$ cat src/rtl/execute_pipelined.sv
// LEGv8 execute stage: single-cycle ALU plus iterative multiplier, feeding an
// EX/MEM register with a valid/ready handshake toward the memory stage.
module execute_pipelined #(
  parameter int unsigned N        = 64,
  parameter int unsigned MUL_STEP = 1
) (
  input  logic         clk,
  input  logic         reset,
  input  logic         in_valid,
  output logic         in_ready,
  input  logic [1:0]   AluSrc,
  input  logic [3:0]   AluControl,
  input  logic [N-1:0] PC_E,
  input  logic [N-1:0] signImm_E,
  input  logic [N-1:0] readData1_E,
  input  logic [N-1:0] readData2_E,
  input  logic [N-1:0] readData3_E,
  output logic         out_valid,
  input  logic         out_ready,
  output logic [N-1:0] PCBranch_M,
  output logic [N-1:0] aluResult_M,
  output logic [N-1:0] writeData_M,
  output logic         zero_M,
  output logic         busy
);

  localparam int unsigned STEPS = N / MUL_STEP;
  localparam int unsigned CW    = $clog2(STEPS + 1);

  localparam logic [3:0] OP_AND  = 4'b0000;
  localparam logic [3:0] OP_OR   = 4'b0001;
  localparam logic [3:0] OP_ADD  = 4'b0010;
  localparam logic [3:0] OP_SUB  = 4'b0110;
  localparam logic [3:0] OP_PASS = 4'b0111;
  localparam logic [3:0] OP_NOR  = 4'b1100;
  localparam logic [3:0] OP_MUL  = 4'b1000;

  typedef enum logic {S_IDLE, S_MUL} state_t;

  state_t          r_state;
  logic            r_out_valid;
  logic [N-1:0]    r_pcb;
  logic [N-1:0]    r_res;
  logic [N-1:0]    r_wd;
  logic            r_zero;
  logic [N-1:0]    r_ma;
  logic [N-1:0]    r_mb;
  logic [N-1:0]    r_acc;
  logic [N-1:0]    r_mul_pcb;
  logic [N-1:0]    r_mul_wd;
  logic [CW-1:0]   r_cnt;

  logic [N-1:0]    w_b;
  logic [N-1:0]    w_alu;
  logic [N-1:0]    w_pcb;
  logic [N-1:0]    w_partial;
  logic [N-1:0]    w_acc_next;
  logic            w_accept;

  always_comb begin
    w_b = readData3_E;
    case (AluSrc)
      2'b00:   w_b = readData2_E;
      2'b01:   w_b = signImm_E;
      default: w_b = readData3_E;
    endcase
  end

  // MUL is handled by the iterative datapath; unlisted codes yield zero.
  always_comb begin
    w_alu = '0;
    case (AluControl)
      OP_AND:  w_alu = readData1_E & w_b;
      OP_OR:   w_alu = readData1_E | w_b;
      OP_ADD:  w_alu = readData1_E + w_b;
      OP_SUB:  w_alu = readData1_E - w_b;
      OP_PASS: w_alu = w_b;
      OP_NOR:  w_alu = ~(readData1_E | w_b);
      default: w_alu = '0;
    endcase
  end

  assign w_pcb = PC_E + (signImm_E << 2);

  // Partial products for the next MUL_STEP multiplier bits; r_ma pre-shifted.
  always_comb begin
    w_partial = '0;
    for (int j = 0; j < int'(MUL_STEP); j++) begin
      if (r_mb[j]) w_partial = w_partial + (r_ma << j);
    end
  end

  assign w_acc_next = r_acc + w_partial;
  assign in_ready   = (r_state == S_IDLE) && (!r_out_valid || out_ready);
  assign w_accept   = in_valid && in_ready;

  always_ff @(posedge clk) begin
    if (reset) begin
      r_state     <= S_IDLE;
      r_out_valid <= 1'b0;
      r_pcb       <= '0;
      r_res       <= '0;
      r_wd        <= '0;
      r_zero      <= 1'b0;
      r_ma        <= '0;
      r_mb        <= '0;
      r_acc       <= '0;
      r_mul_pcb   <= '0;
      r_mul_wd    <= '0;
      r_cnt       <= '0;
    end else begin
      case (r_state)
        S_IDLE: begin
          if (w_accept) begin
            if (AluControl == OP_MUL) begin
              r_ma        <= readData1_E;
              r_mb        <= w_b;
              r_acc       <= '0;
              r_cnt       <= '0;
              r_mul_pcb   <= w_pcb;
              r_mul_wd    <= readData2_E;
              r_out_valid <= 1'b0;
              r_state     <= S_MUL;
            end else begin
              r_res       <= w_alu;
              r_zero      <= (w_alu == '0);
              r_pcb       <= w_pcb;
              r_wd        <= readData2_E;
              r_out_valid <= 1'b1;
            end
          end else if (r_out_valid && out_ready) begin
            r_out_valid <= 1'b0;
          end
        end
        S_MUL: begin
          r_acc <= w_acc_next;
          r_ma  <= r_ma << MUL_STEP;
          r_mb  <= r_mb >> MUL_STEP;
          r_cnt <= r_cnt + CW'(1);
          if (r_cnt == CW'(STEPS - 1)) begin
            r_res       <= w_acc_next;
            r_zero      <= (w_acc_next == '0);
            r_pcb       <= r_mul_pcb;
            r_wd        <= r_mul_wd;
            r_out_valid <= 1'b1;
            r_state     <= S_IDLE;
          end
        end
        default: r_state <= S_IDLE;
      endcase
    end
  end

  assign out_valid   = r_out_valid;
  assign PCBranch_M  = r_pcb;
  assign aluResult_M = r_res;
  assign writeData_M = r_wd;
  assign zero_M      = r_zero;
  assign busy        = (r_state == S_MUL);

endmodule

$ cat config.mk
export PLATFORM = sky130hd
export DESIGN_NAME = execute_pipelined
export DESIGN_NICKNAME = d
export VERILOG_FILES = /design/src/rtl/execute_pipelined.sv
export SDC_FILE = /design/constraint.sdc
export NUM_CORES = 2
export LEC_CHECK = 0
export ABC_AREA = 0
export CORE_MARGIN = 10
export CORE_UTILIZATION = 56
export DETAILED_ROUTE_END_ITERATION = 8
export PLACE_DENSITY = 0.82
export SLEW_MARGIN = 20
export SYNTH_ARGS = -nofsm -noshare
export SYNTH_HDL_FRONTEND = slang
export SYNTH_SLANG_ARGS = --single-unit
export TNS_END_PERCENT = 10
$ cat constraint.sdc
create_clock -name clk -period 8.76 [get_ports clk]
set_input_delay 1.752 -clock clk [delete_from_list [all_inputs] [get_ports clk]]
set_output_delay 1.752 -clock clk [all_outputs]
set_load 0.05 [all_outputs]
; Word level (Yosys, flattened, before mapping)
; Index checks and enable logic that the tools add are counted.
; W data, S select, Z words.
[totals]
out_inout_bits = 196
word_cells = 87
register_bits = 522
in_bits = 330
[op_classes]
n_reduce_logical = 13
eq_ne = 13
bitwise_logic = 4
add_sub_neg = 5
n_mux = 40
[ops]
columns = operator, n
row1 = $mux W64, 16
row2 = $pmux W64 S2, 7
row3 = $pmux W64 S6, 1
row4 = $add A64 B64 Y64, 3
row5 = $logic_not A64 Y1, 2
row6 = $and A64 B64 Y64, 1
row7 = $not A64 Y64, 1
row8 = $or A64 B64 Y64, 1
row9 = $sub A64 B64 Y64, 1
row10 = $mux W7, 2
row11 = $pmux W7 S2, 1
row12 = $mux W1, 10
row13 = $eq A4 B3 Y1 const B, 2
row14 = $eq A4 B4 Y1 const B, 2
row15 = $add A7 B1 Y7 const B, 1
row16 = $eq A7 B6 Y1 const B, 1
row17 = $pmux W1 S2, 3
row18 = $reduce_and A3 Y1, 2
row19 = $eq A4 B1 Y1 const B, 1
row20 = $eq A4 B2 Y1 const B, 1
row21 = $logic_not A4 Y1, 1
row22 = $ne A2 B1 Y1 const B, 2
row23 = $ne A2 B2 Y1 const B, 2
row24 = $reduce_and A2 Y1, 2
row25 = 7 further kinds, 9

; Logic depth before layout (Yosys ltp)
[depth]
ltp_word = 9
depth_mapped = 31
depth_no_buf = 25

; Worst setup path before layout
; Ideal clock, no wire load.
[synth_path]
kind = input-to-reg
startpoint = input port AluSrc[0]
endpoint = register r_zero, in the netlist zero_M
t_required_ps = 8681
path_slack_ps = 804
setup_time_ps = 79
path_buffers = 3
arrival_ps = 7877
path_stages = 27
cell_sequence = buf_6 > mux2_2 > mux2i_4 > nand4_2 > or4_1 > buf_2 > or4_4 > or2_4 > nor3_4 > a21oi_1 > xnor2_1 > ha_1 > buf_2 > nand3_1 > or4_1 > or3_1 > a2111oi_0 > a221oi_1 > nand3_1 > nand2_1 > and4_1 > nor3_1 > o2111ai_1 > or4_1 > nor4b_1 > nand2_1 > o211ai_1
[synth_between]
elab_chain_cells = 9
word_cells_on_any_way = 13
classes_between = 2 x add/sub / 1 x eq/ne / 5 x mux / 3 x bitwise / 2 x reduce/logical
[synth_lines]
columns = element, line_no
row1 = "start, declared", 11  ; input logic [1:0] AluSrc,
row2 = $eq A2 B1 Y1 / $logic_not A2 Y1 (equally long branches), 62  ; case (AluSrc)
row3 = $pmux W64 S2 (*), 62
row4 = branches (longest 2 deep; another with $sub A64 B64 Y64), --
row5 = $pmux W64 S6 (*), 72  ; case (AluControl)
row6 = $logic_not A64 Y1 (*), 126  ; r_zero <= (w_alu == '0);
row7 = $mux W1 (*), 115  ; if (AluControl == OP_MUL) begin
row8 = $mux W1 (*), 114  ; if (w_accept) begin
row9 = $pmux W1 S2 (*), 112  ; case (r_state)
row10 = "end signal, assigned", 126
row11 = "end signal, assigned", 142  ; r_zero <= (w_acc_next == '0);
row12 = "end, declared", 45  ; logic r_zero;
; Every way passes the cells marked *. The select of a mux whose other input is x is not followed.
; A chain may end at the register's enable or synchronous reset.

; Worst setup path in the final report
[layout_path]
startpoint = input port signImm_E[11]
endpoint = register r_zero, in the netlist zero_M
[layout_between]
elab_chain_cells = 8
word_cells_on_any_way = 11
classes_between = 2 x add/sub / 5 x mux / 3 x bitwise / 1 x reduce/logical
[layout_lines]
columns = element, line_no
row1 = "start, declared", 14  ; input logic [N-1:0] signImm_E,
row2 = $pmux W64 S2 (*), 62
row3 = branches (longest 2 deep; another with $sub A64 B64 Y64), --
row4 = $pmux W64 S6 (*), 72
row5 = $logic_not A64 Y1 (*), 126
row6 = $mux W1 (*), 115
row7 = $mux W1 (*), 114
row8 = $pmux W1 S2 (*), 112
; Marked as above.

==> run summary <==
The run finished with clean final reports. The cell that appears most often on the critical path is buf_4. The total via count after detailed routing is 41864, and the post-synth design cell area is 37040 um^2. The signed area change from the synthesized netlist to the final layout was 23.24%. Summing the sequential cell areas from Yosys gives 28.21% of the chip area.

The setup slack at placement was -0.2484 ns. The number of global-route vias before repair is 37995, and the final hold violation count is 0. For the distinct cell type count after synthesis, the log shows 91. The share of synthesized registers carrying an async set or reset came out at 0%.

The final weighted congestion in routability-driven placement is 1.051, and the maximum buffer depth of the clock tree is 3. Once detailed placement completed, the half-perimeter wirelength came to 128.6 mm. The logs give 76830 um^2 for the overall die area and 246.1 mm for the wire length of the first global-routing pass. Post-synthesis area per instance: 7.389 um^2. The startpoint identified for the worst register-to-register timing path is r_mb[0].

In this run, synthesis inferred 0 flip-flops with an integrated enable. Static timing analysis puts the maximum clock frequency at 117.8 MHz. For the post-place instance area, the log shows 43610 um^2. The area of the core was 65630 um^2.

For the final core utilization, the log shows 69.56%. The clock-pin slew on the worst setup and hold paths is 0.06 ns. Setup repair after global routing left no endpoint under its margin.

In this run the clock root is driven by a clkbuf_16. For the clock skew, the log shows 0.03314 ns. Cell internal power was estimated by the tool at 4.800 mW.

The share of total power dissipated in sequential elements is 33.8%. Counting every sink on the clock net gives 522. Number of placed I/O pins: 526.

The class of the most critical hold timing path is flop to flop. For the global-route usage over all layers, the log shows 41.13%. The net count after synthesis was 5537; the H-tree depth was 2. Share of cells above drive strength 1: 6.665%. The count of maximum capacitance violations was 0. TritonCTS built the clock tree. The maximum net fanout on the critical path is 3.

The die outline height was 277.2 um. Buffers placed on the I/O ports in this run total 525. Counting flops and latches in the post-synthesis netlist gives 522. The power density over the cells was 163.8 nW/um^2. The cell type of the slowest stage on the worst timing path is or4_1.

Adding up every negative setup slack in the final design gives 0 ns. The count of yosys warnings during synthesis was 0. The worst hold path begins at aluResult_M[18]. Of the total power, the share spent switching nets is 35.80%. The final max-slew violation count is 0. The final layout contains routed wiring with a total length of 167.7 mm. After the first detailed-routing iteration, the DRC count stood at 5743. The data arrival time at the worst-slack endpoint came out at 9.05 ns. The count of cells in the finished layout, fillers not included, comes to 6359. After floorplanning, the core was divided into 94 placement rows.

After detailed routing, the number of remaining DRC violations is 0. The run gives 32.3% as the combinational fraction of design power. The critical path starts at signImm_E[11].

The setup violation total in the final timing report came out at 0. The element type at the critical path start is an input pin. The total clock buffers created by CTS was 57; the worst relative slew slack was 20.09%. The worst path uses 96.94% of the clock period. The critical path is of the input pin to flop type. The routed design could run at a clock period as short as 8.492 ns.

For this design the static power due to leakage is 17.51 nW. The routed length per placed instance is 26.38 um. The clock network power share was 33.9%.

In this run, placement finished with an instance count of 6233. Dividing the detail-routed via count by the number of cells gives 6.583. For this run, the leading register cell type out of synthesis is dfxtp_1. For the post-route antenna net violation count, the log shows 0. Data on the critical path is required at its endpoint by 9.32 ns. The net switching power of the design is 2.677 mW, and the clock latency of the later-clocked register in the worst-skew pair is 0.64 ns. The initial antenna violation count is 25.

For this run, the post-layout net count is 5953. The design draws 7.476 mW. Residual overflow from global routing: 0. The tools report the kind of end point of the critical path as a flop. The initial utilization of the core area, before any placement, comes to 56.44%. The die outline width was 277.2 um; the worst IR drop on VDD was 0.0001717 V. The slew at the pin closest to its max-slew limit was 1.199 ns; the final worst hold slack was 0.4497 ns. Entering global routing, the biggest net connects 171 pins.

The worst path meets setup with 0.2683 ns of slack. The cell count after synthesis was 5013; the final design instance area without fill was 45650 um^2. The delay of the slowest cell on the worst path is 0.65 ns, and the length of the first detailed-routing pass in iterations is 8.
[power groups by stage]
stage | Sequential, mW | Combinational (mW) | Clock [mW]
finish | 2.53 | 2.42 | 2.53
global route | 2.53 | 2.54 | 2.62
CTS | 2.52 | 2.35 | 2.53
detailed placement | 2.58 | 2.33 | 0
global placement | 2.57 | 2.32 | 0
floorplan | 2.83 | 1.12 | 0
[final timing paths]
path,endpoint,slack [ns],cells past startpoint
hold / removal,aluResult_M[18],0.45,2
hold reg to reg,aluResult_M[18],0.45,2
setup / recovery,zero_M,0.27,29
setup reg to reg,zero_M,2.23,17
[repair_timing]
item | 4_1_cts | 5_1_grt
gates resized for setup | 0 | 4
endpoints found under the hold margin | 0 | 0
hold buffers | 0 | 0
endpoints found under the setup margin | 0 | 1
setup buffers | 0 | 0
[state kept, by name (all words and copies together) (netlist names), 7 cells and up]
signal and flops:
r_mul_pcb 64, r_acc 64, r_ma 64, writeData_M 64
aluResult_M 64, r_mul_wd 64, r_cnt 7, PCBranch_M 64
r_mb 64
[synth_stat cells, types with 26 or more instances]
cell type	instances	area share, %
nand2_1	778	7.9
a21oi_1	625	8.4
dfxtp_1	522	28
nor2_1	479	4.9
clkbuf_1	305	3.1
o21ai_0	216	2.9
ha_1	191	6.5
mux2i_1	152	4.1
xnor2_1	144	3.4
a21o_1	117	2.4
a22oi_1	112	2.3
a211oi_1	103	2.1
and2_1	85	1.4
xor2_1	83	2.0
nor3_1	76	1.0
inv_1	75	0.76
nand3_1	75	1.0
a221oi_1	71	1.7
nand4_1	62	1.0
o21ai_1	56	0.76
maj3_1	54	1.5
o21a_1	41	0.83
a31oi_1	39	0.66
a311oi_1	37	0.87
o211ai_1	37	0.75
buf_1	35	0.35
nor2b_1	35	0.59
o31ai_1	35	0.71
or3_1	33	0.56
o21bai_1	30	0.61
nand2b_1	29	0.49
buf_2	26	0.35
nor4_1	26	0.44
[kinds of logic after synthesis]
| group | synth area share [%] |
|---|---|
| buffers and inverters | 4.668 |
| AND/OR/NAND/NOR | 21.24 |
| adder cells (fa/ha/maj) | 8.073 |
| flip-flops | 28.21 |
| multiplexers | 4.814 |
| XOR/XNOR | 5.368 |
| AO/OA/AOI/OAI | 27.63 |
[final cells by class]
type / instances / area (um^2)
multi-input cells: 4045 / 24950
flip-flops and latches: 522 / 10450
clock inverters: 23 / 307.8
inverters: 76 / 285.3
repair buffers: 727 / 6894
well taps: 864 / 1081
fillers: 5513 / 19980
clock buffers: 83 / 1634
diodes: 19 / 47.55
[worst max-delay path, delay by kind of cell]
kind	cells	cell delay [ns]
adder cells (fa/ha/maj)	1	0.26
AO/OA/AOI/OAI	10	1.89
XOR/XNOR	2	0.33
multiplexers	1	0.34
AND/OR/NAND/NOR	10	3.27
buffers and inverters	5	1.18
[cells in the final DEF (no fill, tap or decap), drive strengths merged, types with 76 or more instances in the layout]
master         instances
a211oi               104
xnor2                144
o21ai                272
xor2                  83
nand2                778
mux2i                158
inv                   76
buf                  207
a22oi                112
nor2                 479
nor3                  77
dfxtp                522
and2                  85
a21o                 117
ha                   191
a21oi                625
clkdlybuf4s50        520
clkbuf                83
[layer usage]
layer,track usage [%],part of all wire [%],up-vias
met4,22.62,6.4,8
met2,61.77,43,2723
met3,9.157,11,512
met5,0,0.027,-
met1,53.93,40,19684
li1,-,-,18937
No activity file was read; power rests on OpenSTA's default activity.
